### config.mk
export PLATFORM = sky130hd
export DESIGN_NAME = downsample_2d_ctrl_flat
export DESIGN_NICKNAME = d
export VERILOG_FILES = /design/src/rtl/downsample_2d_ctrl_pkg.sv /design/src/rtl/downsample_2d_ctrl_if.sv /design/src/rtl/downsample_2d_ctrl_mod_counter.sv /design/src/rtl/downsample_2d_ctrl.sv /design/src/flat_wrapper.sv
export SDC_FILE = /design/constraint.sdc
export NUM_CORES = 1
export LEC_CHECK = 0
export CORE_ASPECT_RATIO = 0.7
export CORE_MARGIN = 3
export CORE_UTILIZATION = 58
export DETAILED_ROUTE_END_ITERATION = 8
export GPL_TIMING_DRIVEN = 0
export PLACE_DENSITY = 0.84
export SKIP_LAST_GASP = 1
export SLEW_MARGIN = 20
export SYNTH_ARGS = -nofsm -noshare
export SYNTH_HDL_FRONTEND = slang
export SYNTH_SLANG_ARGS = --single-unit
export TNS_END_PERCENT = 100
### constraint.sdc
create_clock -name clk -period 3.7 [get_ports clk]
set_clock_uncertainty 0.1 [all_clocks]
set_input_delay 0.37 -clock clk [delete_from_list [all_inputs] [get_ports clk]]
set_output_delay 0.37 -clock clk [all_outputs]
set_load 0.02 [all_outputs]
### src/rtl/downsample_2d_ctrl_pkg.sv
// downsample_2d_ctrl shared types.
// Controller states and decimation-factor clamp.
package ds_ctrl_pkg;

  typedef enum logic [1:0] {
    IDLE,
    RUN,
    DONE
  } state_t;

  // 0 behaves as 1, oversize factors saturate at max_dec
  function automatic int clamp_dec(int val, int max_dec);
    if (val < 1) return 1;
    if (val > max_dec) return max_dec;
    return val;
  endfunction

endpackage

### src/rtl/downsample_2d_ctrl_if.sv
// Pixel in/out handshake bundle for downsample_2d_ctrl.
// slave is the controller side, master the source/sink side.
interface downsample_2d_ctrl_if;
  logic [7:0] in_data;
  logic       in_valid;
  logic       in_ready;
  logic [7:0] out_data;
  logic       out_valid;
  logic       out_ready;
  logic       out_sof;
  logic       out_eol;
  logic       out_eof;

  modport master (
    output in_data, in_valid, out_ready,
    input  in_ready, out_data, out_valid,
    input  out_sof, out_eol, out_eof
  );

  modport slave (
    input  in_data, in_valid, out_ready,
    output in_ready, out_data, out_valid,
    output out_sof, out_eol, out_eof
  );
endinterface

### src/rtl/downsample_2d_ctrl_mod_counter.sv
// Modulo counter with runtime limit; clr beats inc.
// wrap flags the increment that returns the count to 0.
module mod_counter #(
  parameter int modulus = 4,
  parameter int CW = $clog2(modulus + 1)
) (
  input  logic          clk,
  input  logic          reset_n,
  input  logic          inc,
  input  logic          clr,
  input  logic [CW-1:0] limit,
  output logic [CW-1:0] cnt,
  output logic          wrap
);

  assign wrap = inc && (cnt + 1'b1 >= limit);

  always_ff @(posedge clk or negedge reset_n) begin
    if (!reset_n) begin
      cnt <= '0;
    end else if (clr || wrap) begin
      cnt <= '0;
    end else if (inc) begin
      cnt <= cnt + 1'b1;
    end
  end

endmodule

### src/rtl/downsample_2d_ctrl.sv
// Frame controller for 2D pixel decimation.
// Kept pixels pass through combinationally; dropped ones are consumed.
module downsample_2d_ctrl
  import ds_ctrl_pkg::*;
#(
  parameter int in_width  = 240,
  parameter int in_height = 480,
  parameter int max_dec   = 4,
  parameter int DW = $clog2(max_dec + 1)
) (
  input  logic          clk,
  input  logic          reset_n,
  input  logic          start,
  input  logic          abort,
  input  logic [DW-1:0] cfg_dec_x,
  input  logic [DW-1:0] cfg_dec_y,
  downsample_2d_ctrl_if.slave pix,
  output logic          busy,
  output logic          frame_done
);

  localparam int XW = $clog2(in_width + 1);
  localparam int YW = $clog2(in_height + 1);

  state_t state, state_nx;

  logic [DW-1:0] dx, dy, px, py;
  logic [XW-1:0] x;
  logic [YW-1:0] y;
  logic run, keep, hs, start_ok;
  logic x_last, y_last;
  logic px_wrap, py_wrap;
  logic unused_wrap;

  assign run      = state == RUN;
  assign start_ok = state == IDLE && start && !abort;
  assign keep     = px == '0 && py == '0;
  assign hs       = pix.in_valid && pix.in_ready;
  assign x_last   = x == XW'(in_width - 1);
  assign y_last   = y == YW'(in_height - 1);

  assign pix.in_ready  = run && (keep ? pix.out_ready : 1'b1);
  assign pix.out_valid = run && keep && pix.in_valid;
  assign pix.out_data  = pix.in_data;

  assign pix.out_sof = pix.out_valid && x == '0 && y == '0;
  assign pix.out_eol = pix.out_valid
                    && (int'(x) + int'(dx) >= in_width);
  assign pix.out_eof = pix.out_eol
                    && (int'(y) + int'(dy) >= in_height);

  assign busy       = state != IDLE;
  assign frame_done = state == DONE;

  assign unused_wrap = px_wrap | py_wrap;

  always_comb begin
    state_nx = state;
    unique case (1'b1)
      state == IDLE:
        if (start_ok) state_nx = RUN;
      run:
        if (abort) state_nx = IDLE;
        else if (hs && x_last && y_last) state_nx = DONE;
      state == DONE:
        state_nx = IDLE;
      default: ;
    endcase
  end

  always_ff @(posedge clk or negedge reset_n) begin
    if (!reset_n) begin
      state <= IDLE;
      dx    <= DW'(1);
      dy    <= DW'(1);
      x     <= '0;
      y     <= '0;
    end else begin
      state <= state_nx;
      if (start_ok) begin
        dx <= DW'(clamp_dec(int'(cfg_dec_x), max_dec));
        dy <= DW'(clamp_dec(int'(cfg_dec_y), max_dec));
        x  <= '0;
        y  <= '0;
      end else if (hs) begin
        if (x_last) begin
          x <= '0;
          y <= y + 1'b1;
        end else begin
          x <= x + 1'b1;
        end
      end
    end
  end

  mod_counter #(.modulus(max_dec), .CW(DW)) u_px (
    .clk    (clk),
    .reset_n(reset_n),
    .inc    (hs),
    .clr    (start_ok || (hs && x_last)),
    .limit  (dx),
    .cnt    (px),
    .wrap   (px_wrap)
  );

  mod_counter #(.modulus(max_dec), .CW(DW)) u_py (
    .clk    (clk),
    .reset_n(reset_n),
    .inc    (hs && x_last),
    .clr    (start_ok),
    .limit  (dy),
    .cnt    (py),
    .wrap   (py_wrap)
  );

endmodule

### src/flat_wrapper.sv
// flat-port wrapper written by rule: the top's interface ports become plain ports
module downsample_2d_ctrl_flat import ds_ctrl_pkg::*;
#(
  parameter int in_width  = 240,
  parameter int in_height = 480,
  parameter int max_dec   = 4,
  parameter int DW = $clog2(max_dec + 1)
)
  (clk, reset_n, start, abort, cfg_dec_x, cfg_dec_y, busy, frame_done, pix_in_data, pix_in_valid, pix_out_ready, pix_in_ready, pix_out_data, pix_out_valid, pix_out_sof, pix_out_eol, pix_out_eof);
  downsample_2d_ctrl_if pix_i ();
  input  logic clk;
  input  logic reset_n;
  input  logic start;
  input  logic abort;
  input  logic [DW-1:0] cfg_dec_x;
  input  logic [DW-1:0] cfg_dec_y;
  output logic busy;
  output logic frame_done;
  input wire logic [$bits(pix_i.in_data)-1:0] pix_in_data;
  input wire logic [$bits(pix_i.in_valid)-1:0] pix_in_valid;
  input wire logic [$bits(pix_i.out_ready)-1:0] pix_out_ready;
  output wire logic [$bits(pix_i.in_ready)-1:0] pix_in_ready;
  output wire logic [$bits(pix_i.out_data)-1:0] pix_out_data;
  output wire logic [$bits(pix_i.out_valid)-1:0] pix_out_valid;
  output wire logic [$bits(pix_i.out_sof)-1:0] pix_out_sof;
  output wire logic [$bits(pix_i.out_eol)-1:0] pix_out_eol;
  output wire logic [$bits(pix_i.out_eof)-1:0] pix_out_eof;
  assign pix_i.in_data = pix_in_data;
  assign pix_i.in_valid = pix_in_valid;
  assign pix_i.out_ready = pix_out_ready;
  assign pix_in_ready = pix_i.in_ready;
  assign pix_out_data = pix_i.out_data;
  assign pix_out_valid = pix_i.out_valid;
  assign pix_out_sof = pix_i.out_sof;
  assign pix_out_eol = pix_i.out_eol;
  assign pix_out_eof = pix_i.out_eof;
  downsample_2d_ctrl #(.in_width(in_width), .in_height(in_height), .max_dec(max_dec), .DW(DW)) u_core (.clk(clk), .reset_n(reset_n), .start(start), .abort(abort), .cfg_dec_x(cfg_dec_x), .cfg_dec_y(cfg_dec_y), .pix(pix_i), .busy(busy), .frame_done(frame_done));
endmodule
==> summary.txt <==
Global routing
  – Initial antenna violation count: 0
  – Largest net degree at the start of global routing: 32
  – First-pass GRT wire length: 8.07 mm
  – Total track usage: a little under a quarter
  – Vias in the first global route: between 1500 and 2000
  – GR Overflow Total: 0

STA
  – Final hold vios: 0
  – Final setup viols: 0
  – Slew Limit Fails: 0
  – Tmin final: 3.32 ns
  – Fmax: 301 MHz
  – Crit share post-route: 89.8%
  – Setup TNS: 0 ns
  – Post-route setup slack: 0.376 ns
  – Slew HR: 52.9%
  – RSZ-0062 raised after global routing: false
  – Worst hold slack: 0.0384 ns
  – Worst-Margin Slew: 0.707 ns

Setup path
  – CP Data Required Time: 3.23 ns
  – Crit end category: primary output
  – CP delay by family, top: simple AND/OR/NAND/NOR gates
  – CP arrival: 2.85 ns
  – CP bufs+invs: 2
  – RR Startpoint: u_core.u_py.cnt[0]
  – Worst Setup Path Type: flip-flop to primary output
  – Delay of the slowest cell on the worst path: 0.54 ns
  – Crit path launch type: flip-flop
  – CP max stage cell: dfstp_2
  – Critical Path Source: u_core.dy[0]
  – Critical path, cell by cell: ha_1 > inv_1 > fa_1 > nor4b_1 > nand4_1 > o21a_1 > and4_1 > clkdlybuf4s50_1
  – Crit-path max FO: 3

Drt
  – DR DRC count: 0
  – DR WL/cell: 15.3 um
  – Initial DRC Count: 108
  – Post-route ant nets: 0
  – WL final: a little under 5 mm
  – Drt via density: 5.59
  – DR vias: 1754
  – Router iterations before antenna repair: 4

Pwr
  – Internal power: 831 uW
  – Switching Fraction: roughly 39%
  – Part of the power in combinational logic: around 44%
  – Share of power burned in registers: 36.9%
  – PwrDens: 525 nW/um^2
  – Lkg Pwr: 1.16 nW
  – Clock Power Share: a little under a fifth
  – Peak VDD IR: ~400 uV
  – NetSw: 529 uW

Die
  – Core ar.: between 3000 and 4000 um^2
  – Num rows: 18
  – Die W: about 80 um
  – Initial Util: 61.3%
  – # IOs: 35
  – Die span in y: 57.5 um
  – Die ar.: 4570 um^2

Clocking
  – CTS buffer count: 5
  – CTS sink count: 31
  – CTS tree: built
  – Root Buffer: clkbuf_8
  – Post-CTS setup buffers: 0
  – CTS clock-pin slew for the worst setup and hold paths: 0.06 ns
  – Post-CTS Resized: 0
  – CTS max path bufs: 2
  – H-tree levels: 2
  – Clock Latency Late Sink: 0.28 ns
  – CTS Hold Buffers Added: 0

Layout
  – Layout cells sized above 1: 11.0%
  – Area of the multi-input gates: around 1200 um^2
  – Area Overhead vs Synth: 18.2%
  – Nets: between 300 and 400
  – Fill cell count: approximately 270
  – FF/Latch Area: between 700 and 800 um^2
  – Antenna cells: 0

Synth
  – Synth Instances: 230
  – Post-synth EDFFs: 0
  – Syn Nets: around 270
  – Cell area after synthesis: 2190 um^2
  – Yosys Warn Count: 0
  – Synth Flop Type: dfrtp_1
  – Sequential share of the synthesized area: a little over a third
  – Synth cell types: 50
  – Syn avg cell area: 9.54 um^2
  – Synth async-reset ratio: 100%
  – Yosys reg bits: 31

Outcome
  – Run status: finished clean

Placement
  – Port bufs: 26
  – Final Wtd Congestion: 0.802
  – Detailed placement HPWL: 3.62 mm
  – Pre-CTS WS: between 0.7 and 0.8 ns

Hold path
  – Hold/Removal Path Class: input pin to async pin

Flow run
  – Max-Cap Viols: 0
## synth_stat cells (all sizes together), types with 5 or more instances
cell | instances | area, um^2
xnor2 | 10 | 87.6
buf | 10 | 76.3
inv | 22 | 82.6
a21oi | 8 | 40.0
o21ai | 17 | 96.4
nand2b | 5 | 31.3
nor2b | 6 | 37.5
dfrtp | 29 | 726
ha | 23 | 288
nand2 | 14 | 52.6
nand3 | 8 | 40.0
nor2 | 18 | 67.6
## placed cells by master (no fill, tap or decap), types with 2 or more instances in the layout
cell              n
a211oi_1          2
a21o_1            3
a21oi_1           8
a22o_1            2
and3_1            3
and4_1            2
buf_2             2
buf_4             8
clkbuf_1          6
clkbuf_8          5
clkdlybuf4s50_1  25
dfrtp_1          29
dfstp_2           2
ha_1             23
inv_1            22
mux2i_1           3
nand2_1          14
nand2b_1          5
nand3_1           8
nand3b_1          2
nand4_1           2
nor2_1           18
nor2b_1           6
nor3_1            3
nor4b_1           3
o21a_1            2
o21ai_0          12
o21ai_1           4
o31ai_1           4
or3_1             2
or4_1             3
xnor2_1          10
## cell type report
type / instances / area share, %
plain buffers: 14 / 3.52
clock buffers: 7 / 2.94
clock inverters: 1 / 0.193
inverters: 22 / 3.19
multi-input cells: 163 / 47.9
flip-flops and latches: 31 / 30.0
well taps: 50 / 2.41
repair buffers: 26 / 9.85
## final timing paths
path / end / slack (ns) / cells after the start
setup / recovery: pix_out_eof / 0.38 / 8
min in group clk: u_core.dy[0] / 0.39 / 2
setup reg to reg: u_core.u_py.cnt[1] / 1.59 / 8
hold reg to reg: u_core.dy[0] / 0.39 / 2
max in group asynchronous: u_core.dy[1] / 3.01 / 1
hold / removal: u_core.state[0] / 0.04 / 1
## stage by stage
| step | power [mW] | instance area (um^2) | util [%] | instances |
|---|---|---|---|---|
| finish | 1.36 | 2590 | 72.4 | 314 |
| global route | 1.47 | 2590 | 72.4 | 314 |
| CTS | 1.36 | 2590 | 72.4 | 314 |
| detailed placement | 1.10 | 2510 | 70.1 | 306 |
| global placement | 1.06 | 2520 | 70.3 | 306 |
| floorplan | 0.919 | 2190 | - | 230 |
## logic make-up after synthesis
kind of cell	count (synthesis)	share of synthesized area, %
simple gates	83	22.8
compound gates	42	13.9
buf+inv	36	7.93
flops	31	35.5
fa+ha+maj	24	14.0
xor+xnor	10	3.99
mux	4	1.88
## registers in the layout, summed over array words and instances, names as in the netlist
register	flops
u_core.y	9
u_core.dx	3
u_core.u_px.cnt	3
u_core.x	8
u_core.u_py.cnt	3
u_core.dy	3
u_core.state	2
## layer usage
metal	GRT usage (%)	vias up	part of all wire [%]
met4	5.88	0	0.79
met5	0	-	0
met1	33.4	842	47
met3	4.73	5	5.9
met2	35.9	47	46
li1	-	860	-
## worst register-to-register path, cell delays in order, from the launching register on
cell and delay [ns]:
dfrtp_1 0.42, inv_1 0.08, ha_1 0.22, nand4bb_4 0.18, o2111ai_4 0.33, buf_6 0.21
nand2_1 0.18, nand3_1 0.15, o21ai_0 0.10
## power by group through the flow
| stage | sequential [mW] | clock (mW) | combinational (mW) |
|---|---|---|---|
| floorplan | 0.483 | 0 | 0.436 |
| global placement | 0.500 | 0 | 0.563 |
| detailed placement | 0.505 | 0 | 0.594 |
| CTS | 0.500 | 0.259 | 0.602 |
| global route | 0.513 | 0.274 | 0.682 |
| finish | 0.502 | 0.254 | 0.604 |
No activity file was read; power rests on OpenSTA's default activity.
==> patch, RTL diff (same settings) <==
The 3 states of `state_t` get a one-hot encoding in 3 bits.
--- a/src/rtl/downsample_2d_ctrl_pkg.sv
+++ b/src/rtl/downsample_2d_ctrl_pkg.sv
@@ -2,10 +2,10 @@
 // Controller states and decimation-factor clamp.
 package ds_ctrl_pkg;
 
-  typedef enum logic [1:0] {
-    IDLE,
-    RUN,
-    DONE
+  typedef enum logic [2:0] {
+    IDLE = 3'b001,
+    RUN  = 3'b010,
+    DONE = 3'b100
   } state_t;
 
   // 0 behaves as 1, oversize factors saturate at max_dec
Formal check against the unedited RTL: same outputs for any inputs over 10 cycles, from zero or initial values and one cycle with reset_n low; not proved beyond that.
==> patch against the original RTL <==
Cell area shrank 1.6%. Sequential cell count grew 1. Routed wire length shrank 1.3%. Synthesized cell count grew 2.6%. Setup slack gained 0.10 ns. Synthesized area shrank 2.2%. Die area shrank 2.0%. Combinational power shrank 6.0%. Power grew 3.0%.
==> patch: results (changes against the original RTL) <==
- CTS Buf Count: 5 (unchanged)
- Clk buf depth: 2 (unchanged)
- Status: finished clean
- Slew @ Worst Pin: 0.692 ns (-0.0154 ns)
- Top reg by flops: u_core.y
- RePlAce Congestion: 0.816 (+1.8%)
- I/O Buffers: 26 (unchanged)
- Setup WS pre-CTS: 0.814 ns (+0.0941 ns)
- HP Class: in2async
- Ys async rst share: 100% (unchanged)
- Sequential share of the synthesized area: 37.5% (+2.0 points)
- Biggest regs: u_core.y (9), u_core.x (8)
- Synth area leaders: dfrtp_1, ha_1, nor2_1
- Worst-case vdd ir drop: 0.407 mV (+2.8%)
- Root buffer cell: clkbuf_8
- Mapped Nets: 276 (+0.73%)
- Main synth FF type: dfrtp_1
- First-pass GRT wire length: 8.16 mm (+1.0%)
- CTS resizes: 0 (unchanged)
- Via Count: 1812 (+3.3%)
- TritonRoute pass-1 iters: 4 (unchanged)
- Crit path DAT: 2.75 ns (-0.10 ns)
- Postcts setup bufs: 0 (unchanged)
- Largest net degree at the start of global routing: 33 (+3.1%)
- Nets: 309 (+0.65%)
- H-Tree Depth: 2 (unchanged)
- Reg clk slew, reported paths: 0.07 ns
- Vias in the first global route: 1842 (+7.6%)
- Antenna diodes: 0 (unchanged)
- GRT Resource Usage Total: 23.3% (+0.12 points)
- Worst-path fanout max: 3 (unchanged)
- Worst path max stage delay: 0.68 ns (+0.14 ns)
- Yosys cell types: 46 (-8.0%)
- Clk Latency, worst-skew pair: 0.29 ns
- Slowest CP cell: clkdlybuf4s50_1
- Fraction of layout cells with a size suffix above 1: 9.26% (-1.7 points)
- Initial antenna violation count: 0 (unchanged)
- Final WL: 4.74 mm (-1.3%)
- Switching pwr: 0.543 mW (+2.7%)
- Yosys warns: 0 (unchanged)
- HPWL Detailed: 3.62 mm (-0.17%)
- Commonest cells in the netlist: dfrtp_1, nor2_1, inv_1, ha_1, nand2_1
- DR iter-0 viols: 95 (-12%)
- Lkg Pwr: 1.12 nW (-3.4%)
==> patch: changes by cell type in the layout (fill, tap and decap cells not counted), moves of 4 or more <==
cell / unedited run / this run
nand4_1: 2 / 8
nor2_1: 18 / 24
ha_1: 23 / 19
nand2_1: 14 / 18
nor3_1: 3 / 7
xor2_1: 0 / 4
==> patch: power by group through the flow <==
stage	Combinational (mW)	Clock, mW	Sequential (mW)
6_report	0.568	0.278	0.555
5_1_grt	0.653	0.297	0.570
4_1_cts	0.572	0.281	0.553
3_5_place_dp	0.562	0	0.558
3_3_place_gp	0.535	0	0.556
2_1_floorplan	0.412	0	0.529
==> patch: worst max-delay path, delay by kind of cell (launching register included) <==
family / cells / cell delay, ns
buffers and inverters: 2 / 0.73
DFF: 1 / 0.55
adders and majority gates: 2 / 0.52
AOI/OAI and AO/OA: 1 / 0.43
and+or+nand+nor: 2 / 0.23
==> patch: stage by stage <==
stage               instances  cell area (um2)
CTS                       317             2550
global placement          309             2460
finish                    317             2550
floorplan                 236             2140
detailed placement        309             2460
global route              317             2550
==> patch: worst paths after layout <==
kind / startpoint / endpoint / slack, ns / cells past startpoint
worst min-delay path: reset_n / u_core.dy[1] / 0.02 / 1
min in group clk: u_core.dy[0] / u_core.dy[0] / 0.40 / 2
worst max-delay path: u_core.dy[0] / pix_out_eof / 0.48 / 7
worst min register to register: u_core.dy[0] / u_core.dy[0] / 0.40 / 2
max in group asynchronous: reset_n / u_core.dx[1] / 3.03 / 1
worst max register to register: u_core.u_py.cnt[0] / u_core.state[1] / 1.18 / 7
==> patch: metal layers <==
metal / vias up / wire (um) / global-route usage (%)
met1: 871 / 2170 / 31.7
met5: - / 0 / 0
met3: 6 / 308 / 7.37
li1: 884 / - / -
met2: 51 / 2220 / 35.6
met4: 0 / 45 / 6.73
==> patch: layout make-up <==
type,count,area [um2]
Timing Repair Buffer,26,255
Tap cell,47,58.8
Clock buffer,6,82.6
Clock inverter,2,10.0
Fill cell,272,788
Buffer,13,86.3
Sequential cell,32,805
Inverter,22,82.6
Multi-Input combinational cell,169,1170
==> patch: cell families after synthesis <==
family                   after synthesis  synth area share, %
multiplexers                           1                0.467
XOR/XNOR                              14                 5.72
AO/OA/AOI/OAI                         42                 12.5
AND/OR/NAND/NOR                       92                 23.9
buffers and inverters                 35                 7.88
flip-flops                            32                 37.5
adder cells (fa/ha/maj)               20                 12.0
